$ cat config.mk
export PLATFORM = sky130hd
export DESIGN_NAME = ex_branch_ras
export DESIGN_NICKNAME = d
export VERILOG_FILES = /design/src/rtl/branch_pkg.sv /design/src/rtl/branch_ras.sv /design/src/rtl/ex_branch_ras.sv
export SDC_FILE = /design/constraint.sdc
export NUM_CORES = 2
export LEC_CHECK = 0
export ABC_AREA = 1
export BUFFER_PORTS_ARGS = -buffer_cell sky130_fd_sc_hd__buf_2
export CAP_MARGIN = 20
export CORE_UTILIZATION = 60
export CTS_BUF_LIST = sky130_fd_sc_hd__clkbuf_8 sky130_fd_sc_hd__clkbuf_16
export DETAILED_ROUTE_END_ITERATION = 6
export PLACE_DENSITY = 0.82
export SETUP_SLACK_MARGIN = 0.02
export SYNTH_ARGS = -nofsm -noshare
export SYNTH_HDL_FRONTEND = slang
export SYNTH_SLANG_ARGS = --single-unit
$ cat constraint.sdc
create_clock -name clk_i -period 5.78 [get_ports clk_i]
set_input_delay 0.867 -clock clk_i [delete_from_list [all_inputs] [get_ports clk_i]]
set_output_delay 0.867 -clock clk_i [all_outputs]
set_load 0.1 [all_outputs]
$ cat src/rtl/branch_pkg.sv
// Shared op encodings and default widths for the branch/jump execute unit.
package branch_pkg;

  localparam int unsigned OP_W              = 3;
  localparam int unsigned XLEN_DEFAULT      = 64;
  localparam int unsigned RAS_DEPTH_DEFAULT = 8;

  typedef enum logic [OP_W-1:0] {
    BR_BEQ  = 3'd0,
    BR_BNE  = 3'd1,
    BR_BLT  = 3'd2,
    BR_BGE  = 3'd3,
    BR_BLTU = 3'd4,
    BR_BGEU = 3'd5,
    BR_JR   = 3'd6,
    BR_RSVD = 3'd7
  } br_op_e;

endpackage

$ cat src/rtl/branch_ras.sv
// Circular return-address stack; oldest entry is overwritten when full.
module branch_ras #(
  parameter int unsigned Xlen  = 64,
  parameter int unsigned Depth = 8,
  localparam int unsigned PtrW = $clog2(Depth),
  localparam int unsigned CntW = $clog2(Depth + 1)
) (
  input  logic            clk_i,
  input  logic            rst_i,
  input  logic            push_i,
  input  logic            pop_i,
  input  logic [Xlen-1:0] push_data_i,
  output logic [Xlen-1:0] top_o,
  output logic [CntW-1:0] count_o
);

  logic [Xlen-1:0] mem_q [Depth];
  logic [PtrW-1:0] ptr_q, ptr_d, top_idx, wr_idx;
  logic [CntW-1:0] count_q, count_d;
  logic            pop_ok;

  // ptr_q points at the next free slot; the top lives one below it.
  assign top_idx = ptr_q - PtrW'(1);
  assign top_o   = mem_q[top_idx];
  assign count_o = count_q;
  assign pop_ok  = pop_i & (count_q != '0);

  always_comb begin
    ptr_d   = ptr_q;
    count_d = count_q;
    wr_idx  = ptr_q;
    if (push_i && pop_ok) begin
      wr_idx = top_idx;
    end else if (push_i) begin
      ptr_d = ptr_q + PtrW'(1);
      if (count_q != CntW'(Depth)) count_d = count_q + CntW'(1);
    end else if (pop_ok) begin
      ptr_d   = top_idx;
      count_d = count_q - CntW'(1);
    end
  end

  always_ff @(posedge clk_i) begin
    if (rst_i) begin
      ptr_q   <= '0;
      count_q <= '0;
      mem_q   <= '{default: '0};
    end else begin
      ptr_q   <= ptr_d;
      count_q <= count_d;
      if (push_i) mem_q[wr_idx] <= push_data_i;
    end
  end

endmodule

$ cat src/rtl/ex_branch_ras.sv
// Branch/jump execute unit: compare, target adder, registered result with
// commit-stall hold, misaligned-target fault and return-address prediction.
module ex_branch_ras
  import branch_pkg::*;
#(
  parameter int unsigned XLEN      = XLEN_DEFAULT,
  parameter int unsigned RAS_DEPTH = RAS_DEPTH_DEFAULT,
  parameter int unsigned IMM_SHIFT = 1
) (
  input  logic            clk_i,
  input  logic            rst_i,
  input  logic            ex_enable_i,
  output logic            ex_busy_o,
  input  logic [OP_W-1:0] op_i,
  input  logic            link_i,
  input  logic [XLEN-1:0] in1_i,
  input  logic [XLEN-1:0] in2_i,
  input  logic [XLEN-1:0] imm_i,
  input  logic [XLEN-1:0] next_pc_i,
  input  logic            stall_i,
  output logic            res_valid_o,
  output logic            do_jump_o,
  output logic [XLEN-1:0] jump_pc_o,
  output logic [XLEN-1:0] r63_o,
  output logic            r63_update_o,
  output logic            misalign_o,
  output logic            ras_hit_o
);

  localparam int unsigned CntW = $clog2(RAS_DEPTH + 1);

  br_op_e          op;
  logic            accept, hold, taken, good, is_jr, push, pop, hit;
  logic [XLEN-1:0] target, ras_top;
  logic [CntW-1:0] ras_count;

  logic            res_valid_q, res_valid_d, do_jump_q, do_jump_d;
  logic            r63_update_q, r63_update_d, misalign_q, misalign_d;
  logic            ras_hit_q, ras_hit_d;
  logic [XLEN-1:0] jump_pc_q, jump_pc_d, r63_q, r63_d;

  assign op        = br_op_e'(op_i);
  assign hold      = res_valid_q & stall_i;
  assign ex_busy_o = hold;
  assign accept    = ex_enable_i & ~hold;
  assign is_jr     = (op == BR_JR);

  always_comb begin
    unique case (op)
      BR_BEQ:  taken = (in1_i == in2_i);
      BR_BNE:  taken = (in1_i != in2_i);
      BR_BLT:  taken = ($signed(in1_i) < $signed(in2_i));
      BR_BGE:  taken = ($signed(in1_i) >= $signed(in2_i));
      BR_BLTU: taken = (in1_i < in2_i);
      BR_BGEU: taken = (in1_i >= in2_i);
      BR_JR:   taken = 1'b1;
      default: taken = 1'b0;
    endcase
  end

  assign target = is_jr ? in1_i : next_pc_i + (imm_i << IMM_SHIFT);
  assign good   = taken & ~target[0];
  // Faulting or not-taken ops leave the stack alone.
  assign push   = accept & good & link_i;
  assign pop    = accept & good & is_jr & (ras_count != '0);
  assign hit    = pop & (ras_top == in1_i);

  branch_ras #(
    .Xlen  (XLEN),
    .Depth (RAS_DEPTH)
  ) u_ras (
    .clk_i       (clk_i),
    .rst_i       (rst_i),
    .push_i      (push),
    .pop_i       (pop),
    .push_data_i (next_pc_i),
    .top_o       (ras_top),
    .count_o     (ras_count)
  );

  always_comb begin
    res_valid_d  = 1'b0;
    do_jump_d    = 1'b0;
    jump_pc_d    = '0;
    r63_d        = '0;
    r63_update_d = 1'b0;
    misalign_d   = 1'b0;
    ras_hit_d    = 1'b0;
    if (hold) begin
      res_valid_d  = res_valid_q;
      do_jump_d    = do_jump_q;
      jump_pc_d    = jump_pc_q;
      r63_d        = r63_q;
      r63_update_d = r63_update_q;
      misalign_d   = misalign_q;
      ras_hit_d    = ras_hit_q;
    end else if (accept) begin
      res_valid_d  = 1'b1;
      do_jump_d    = good;
      jump_pc_d    = good ? target : '0;
      r63_d        = (good & link_i) ? next_pc_i : '0;
      r63_update_d = good & link_i;
      misalign_d   = taken & target[0];
      ras_hit_d    = hit;
    end
  end

  always_ff @(posedge clk_i) begin
    if (rst_i) begin
      res_valid_q  <= 1'b0;
      do_jump_q    <= 1'b0;
      jump_pc_q    <= '0;
      r63_q        <= '0;
      r63_update_q <= 1'b0;
      misalign_q   <= 1'b0;
      ras_hit_q    <= 1'b0;
    end else begin
      res_valid_q  <= res_valid_d;
      do_jump_q    <= do_jump_d;
      jump_pc_q    <= jump_pc_d;
      r63_q        <= r63_d;
      r63_update_q <= r63_update_d;
      misalign_q   <= misalign_d;
      ras_hit_q    <= ras_hit_d;
    end
  end

  assign res_valid_o  = res_valid_q;
  assign do_jump_o    = do_jump_q;
  assign jump_pc_o    = jump_pc_q;
  assign r63_o        = r63_q;
  assign r63_update_o = r63_update_q;
  assign misalign_o   = misalign_q;
  assign ras_hit_o    = ras_hit_q;

endmodule

---- Yosys cells after proc, flatten, opt, wreduce, memory -nomap -nowiden ----
Index checks and enable logic that the tools add are counted.
storage, ports and cells
  bits of input ports ..................... 264
  logic and storage cells ................. 86
  output and inout port bits .............. 134
  register bits ........................... 652
operators by class
  equal/unequal tests ..................... 11
  muxes and demuxes ....................... 23
  $add $sub $neg .......................... 5
  reductions and logical operators ........ 7
  $lt $le $gt $ge ......................... 7
  bitwise gates (word level) .............. 16
operators with widths
  kind                                                                   number
  512-bit bitwise mux                                                    1
  64-bit 2-to-1 mux                                                      8
  64-bit binary-select mux with 3-bit select                             1
  64-bit demux with 3-bit select                                         1
  64-bit == test                                                         2
  64-bit >= comparator                                                   2
  64-bit < comparator                                                    2
  64-bit adder                                                           1
  64-bit != test                                                         1
  4-bit 2-to-1 mux                                                       3
  1-bit bitwise AND                                                      11
  3-bit == test (second input constant)                                  3
  3-bit 2-to-1 mux                                                       3
  4-bit >= comparator (second input constant)                            2
  3-bit inverter with 4-bit output                                       2
  1-bit case mux with 7 select lines                                     1
  3-bit by 2-bit == test with 1-bit output (second input constant)       2
  1-bit 2-to-1 mux                                                       5
  4-bit by 1-bit adder with 4-bit output (second input constant)         1
  4-bit by 1-bit < comparator with 1-bit output (second input constant)  1
  4-bit != test (second input constant)                                  1
  4-bit nonzero test                                                     1
  4-bit by 1-bit subtractor with 4-bit output (second input constant)    1
  3-bit by 1-bit adder with 3-bit output (second input constant)         1
  9 further kinds                                                        12

---- Longest topological paths before layout ----
  word-level depth ........................ 16
  mapped depth ............................ 34

---- By module ----
A second synthesis with hierarchy kept.
second synthesis, totals
  cell total of the unflattened synthesis .. 6529
  area, all modules ....................... 40254.9 um^2
by module, submodules not included
  module         area an instance (um^2)  seq. area each (um^2)  instances  cells each
  branch_ras     27468.8                  10390.0                1          4450
  ex_branch_ras  12786.0                  2662.6                 1          2079

---- Worst setup path before layout ----
No wires, ideal clock.
  path kind ............................... input to register
  start ................................... input port in2_i[61]
  end ..................................... register u_ras.mem_q[441] in the netlist's numbering
  stages on the path ...................... 25
  setup slack ............................. 1471 ps
  data required time ...................... 5667 ps
  data arrival time ....................... 4196 ps
  buffers on the path ..................... 3
  path through ............................ inv_1 ha_1 nand2_1 inv_1 o21ai_0 nand2_1 nor2_1 nand2_1 a21oi_1 nand2_1 nand2_1 nand3_1 nand3_1 nand4_2 inv_2 clkbuf_1 ha_1 xor2_1 inv_1 nor3_1 buf_2 buf_2 nand2_1 nand2_1 nor2_1
on the way
  longest elaborated chain between the ends .. 15
  elaborated cells between the ends (all ways) .. 22
  classes of those cells .................. order compare (6); eq/ne (2); mux (5); bitwise (7); reduce/logical (2)
RTL lines
  element                                                                                                     RTL line                                  source
  start: declaration                                                                                          ex_branch_ras.sv:17                       input logic [XLEN-1:0] in2_i,
  64-bit >= comparator, or another cell as far along                                                          ex_branch_ras.sv:55                       BR_BGEU: taken = (in1_i >= in2_i);
  1-bit case mux with 7 select lines (*)                                                                      ex_branch_ras.sv:49                       unique case (op)
  1-bit bitwise AND (*)                                                                                       ex_branch_ras.sv:62                       assign good = taken & ~target[0];
  1-bit bitwise AND (*)                                                                                       ex_branch_ras.sv:64, ex_branch_ras.sv:65
  1-bit bitwise AND (2 in a row)                                                                              ex_branch_ras.sv:65                       assign pop = accept & good & is_jr & (ras_count != '0);
  1-bit bitwise AND                                                                                           branch_ras.sv:26                          assign pop_ok = pop_i & (count_q != '0);
  1-bit logical AND                                                                                           branch_ras.sv:32                          if (push_i && pop_ok) begin
  3-bit 2-to-1 mux                                                                                            branch_ras.sv:32
  3-bit inverter with 4-bit output (not written as such)                                                      branch_ras.sv:51                          if (push_i) mem_q[wr_idx] <= push_data_i;
  4-bit >= comparator (not written as such) or 4-bit by 1-bit < comparator with 1-bit output (tied branches)  branch_ras.sv:51
  1-bit logical AND (not written as such)                                                                     branch_ras.sv:51
  64-bit 2-to-1 mux (not written as such)                                                                     branch_ras.sv:51
  64-bit demux with 3-bit select                                                                              branch_ras.sv:51
  512-bit bitwise mux                                                                                         branch_ras.sv:51
  end signal: indexed assignment                                                                              branch_ras.sv:51
  end: declaration                                                                                            branch_ras.sv:17                          logic [Xlen-1:0] mem_q [Depth];
Every way passes the cells marked *; elsewhere a longest branch is shown, timed or not.
A chain may end at the register's enable or synchronous reset.

---- Worst setup path in the final report ----
  start ................................... input port in1_i[0]
  end ..................................... register u_ras.mem_q[190] in the netlist's numbering
on the way
  longest elaborated chain between the ends .. 15
  elaborated cells between the ends (all ways) .. 24
  classes of those cells .................. order compare (6); eq/ne (2); mux (6); bitwise (8); reduce/logical (2)
RTL lines
  element                                                                                                     RTL line                                  source
  start: declaration                                                                                          ex_branch_ras.sv:16                       input logic [XLEN-1:0] in1_i,
  64-bit >= comparator, or another cell as far along                                                          ex_branch_ras.sv:55
  1-bit case mux with 7 select lines or 1-bit inverter (tied branches)                                        ex_branch_ras.sv:49, ex_branch_ras.sv:62
  1-bit bitwise AND (*)                                                                                       ex_branch_ras.sv:62
  1-bit bitwise AND (*)                                                                                       ex_branch_ras.sv:64, ex_branch_ras.sv:65
  1-bit bitwise AND (2 in a row)                                                                              ex_branch_ras.sv:65
  1-bit bitwise AND                                                                                           branch_ras.sv:26
  1-bit logical AND                                                                                           branch_ras.sv:32
  3-bit 2-to-1 mux                                                                                            branch_ras.sv:32
  3-bit inverter with 4-bit output (not written as such)                                                      branch_ras.sv:51
  4-bit >= comparator (not written as such) or 4-bit by 1-bit < comparator with 1-bit output (tied branches)  branch_ras.sv:51
  1-bit logical AND (not written as such)                                                                     branch_ras.sv:51
  64-bit 2-to-1 mux (not written as such)                                                                     branch_ras.sv:51
  64-bit demux with 3-bit select                                                                              branch_ras.sv:51
  512-bit bitwise mux                                                                                         branch_ras.sv:51
Marks and branches as above.

==> reports/results.ini <==
[setup_path]
worst_path_max_delay_cell=ha_1
critPathLaunch=in1_i[0]
r2r_cells=15
timing.rr.end=ras_hit_o
r2r-start=u_ras.ptr_q[0]
critPathMaxFanout=26
rrSetupSlack_ns=1.69
crit_top_cell=nand2_1
end_kind=flip-flop
cp.required_ns=6.29
critPathLaunchType=input pin
critical_path_arrival_ns=5.30
max_stage_delay_ns=0.37
crit_type=in2reg

[cts]
cts_resized=0
path_clk_slew_ns=0.06
numCtsBuffers=69
cts_tree=done
postCtsHoldBufs=0
cts_buffer_depth=3
postCtsSetupBuffers=0
clock-root-buffer=clkbuf_16
cts_htree_levels=3
cts_sinks=652
worst_skew_pair.late_latency_ns=0.63

[yosys]
synthFlopType=dfxtp_1
synth_seq_cells=652
ys_seq_area_share_pct=37.08
synth_enable_flop_cells=0
syn_area_per_cell_sq_um=6.516
synth_cell_types=46
synth_cells=5402
async_flop_share_pct=0
synth_warnings=0
syn_area_sq_um=35200
syn-num-nets=5800

[floorplanning]
start_util_pct=60.89
die_x_microns=244.2
die_area_sq_um=59640
core_sq_um=57810
num_rows=88
num_io_pins=398
die_h_microns=244.2

[route]
routed-wl-met3_microns=16390
drt_drc_violations_left=5
drt_wl_total_microns=128500
avgRoutedWirePerCell_microns=19.99
wl_met2_microns=54770
dr.pass1.iters=7
vias=37520
avgViaCountPerCell=5.838
wl_met1_microns=51950
drt-initial-drc-count=4669
postRouteAntennaNets=0
top_layer=met5

[placement]
finalWeightedCongestion=1.068
post_dp_cell_area_sq_um=37270
io_buffer_count=396
hpwlAfterDp_microns=88520

[timing]
relSlewSlack_pct=27.18
fin_crit_sh_pct=82.84
rsz0062_at_grt=no
setup_viol=0
fmax_mhz=208.9
fin_skew_ns=0.01721
hold_violations=0
worst_pin_slew_ns=1.092
fin_setup_tns_ns=0
slew_violations=0
fin_crit_ns=4.788
hold_slack_ns=0.4580

[power_and_ir_drop]
power_w=0.01104
pwr_density_cell_nw_per_um2=279.0
ir_worst_vdd_v=0.0002756
p_leak_nw=17.21

[hold_path]
hold_path_depth=2
worstHoldStart=jump_pc_o[0]
hold_end=jump_pc_o[0]
hold_class=reg2reg

[global_route]
antenna_found_initial=8
first_global_vias=32960
grt_overflow=0
track_usage_pct=41.69
grt_max_degree=205
grt_pass1_wl_microns=192600

[outcome]
violations=DRC
status=finished, violations left

[layout]
syn_to_final_growth_pct=12.47
final_cell_mix=1494 x nand2_1, 1065 x nor2_1, 651 x dfxtp_1, 477 x o21ai_0, 474 x a21oi_1
fin_area_sq_um=39590
nets=6002
drive_above_1_share_pct=10.61
final_common_cell=nand2_1

[job]
maxCapViolations=0

==> worst max path at each step <==
stage / slack (ns) / to / cells past startpoint
final: 0.99 / u_ras.mem_q[190] / 33
after global routing: 0.64 / u_ras.mem_q[172] / 27
after CTS: 1.19 / u_ras.mem_q[182] / 33
after detailed placement: 0.58 / u_ras.mem_q[182] / 25
after global placement: 0.67 / u_ras.mem_q[176] / 33
after floorplan: 1.47 / u_ras.mem_q[441] / 25
==> metrics by stage <==
step	cells	setup WS [ns]	utilization, %
detailed placement	6298	0.5755	64.48
global route	6422	0.6416	68.47
CTS	6419	1.186	68.45
global placement	6298	0.6668	64.48
finish	6426	0.9920	68.48
floorplan	5402	1.471	-
==> kinds of logic (layout without fill, tap and decap cells) <==
logic type	after synthesis	in the layout	share of synthesized area (%)
and+or+nand+nor	2731	2731	30.13
buffers and inverters	632	884	7.898
DFF	652	652	37.08
adders and majority gates	134	134	4.806
other	0	7	0
AOI/OAI and AO/OA	1179	1179	18.22
xor gates and xnor gates	74	74	1.863
==> registers in the layout (all words and copies together) (netlist names) <==
name,cells
do_jump_o,1
jump_pc_o,64
misalign_o,1
r63_o,64
r63_update_o,1
ras_hit_o,1
res_valid_o,1
u_ras.count_o,4
u_ras.mem_q,512
u_ras.ptr_q,3
==> synthesized netlist by cell type (17+ instances only) <==
library cell | number | area, sq um
a21oi_1 | 474 | 2372
a31oi_1 | 18 | 112.6
buf_1 | 22 | 82.58
buf_2 | 65 | 325.3
buf_4 | 27 | 202.7
buf_6 | 30 | 337.8
clkbuf_1 | 176 | 660.6
dfxtp_1 | 652 | 13050
ha_1 | 132 | 1652
inv_1 | 302 | 1134
nand2_1 | 1494 | 5608
nand3_1 | 77 | 385.4
nand4_1 | 19 | 118.9
nor2_1 | 1066 | 4001
nor3_1 | 20 | 100.1
o211ai_1 | 18 | 135.1
o21ai_0 | 477 | 2387
o221ai_1 | 53 | 464.2
o22ai_1 | 75 | 469.2
or2_2 | 17 | 106.4
xnor2_1 | 21 | 183.9
xor2_1 | 52 | 455.4
==> layer usage <==
metal | vias to the layer above | track usage (%)
li1 | 17880 | -
met2 | 2099 | 62.24
met3 | 335 | 9.548
met1 | 17200 | 57.64
met4 | 4 | 17.41
met5 | - | 0
==> power by group <==
group / switching (W) / internal [W] / leakage, nW
clock: 0.00195 / 0.00259 / 1.19
combinational: 0.00139 / 0.000548 / 10.8
sequential: 0.0000309 / 0.00454 / 5.26
total: 0.00337 / 0.00767 / 17.2
==> layout make-up <==
cell class / count / area, sq um
fillers: 5213 / 18220
multi-input cells: 4118 / 19430
repair buffers: 451 / 2641
flip-flops and latches: 652 / 13060
diodes: 7 / 17.52
well taps: 765 / 957.2
inverters: 312 / 1190
clock inverters: 38 / 354.1
clock buffers: 83 / 1942
==> worst max-delay path, delay by kind of cell <==
family | cells | cell delay [ns]
simple gates | 23 | 2.53
fa+ha+maj | 2 | 0.60
buf+inv | 6 | 0.98
compound gates | 2 | 0.27
(Power assumes the default switching activity.)
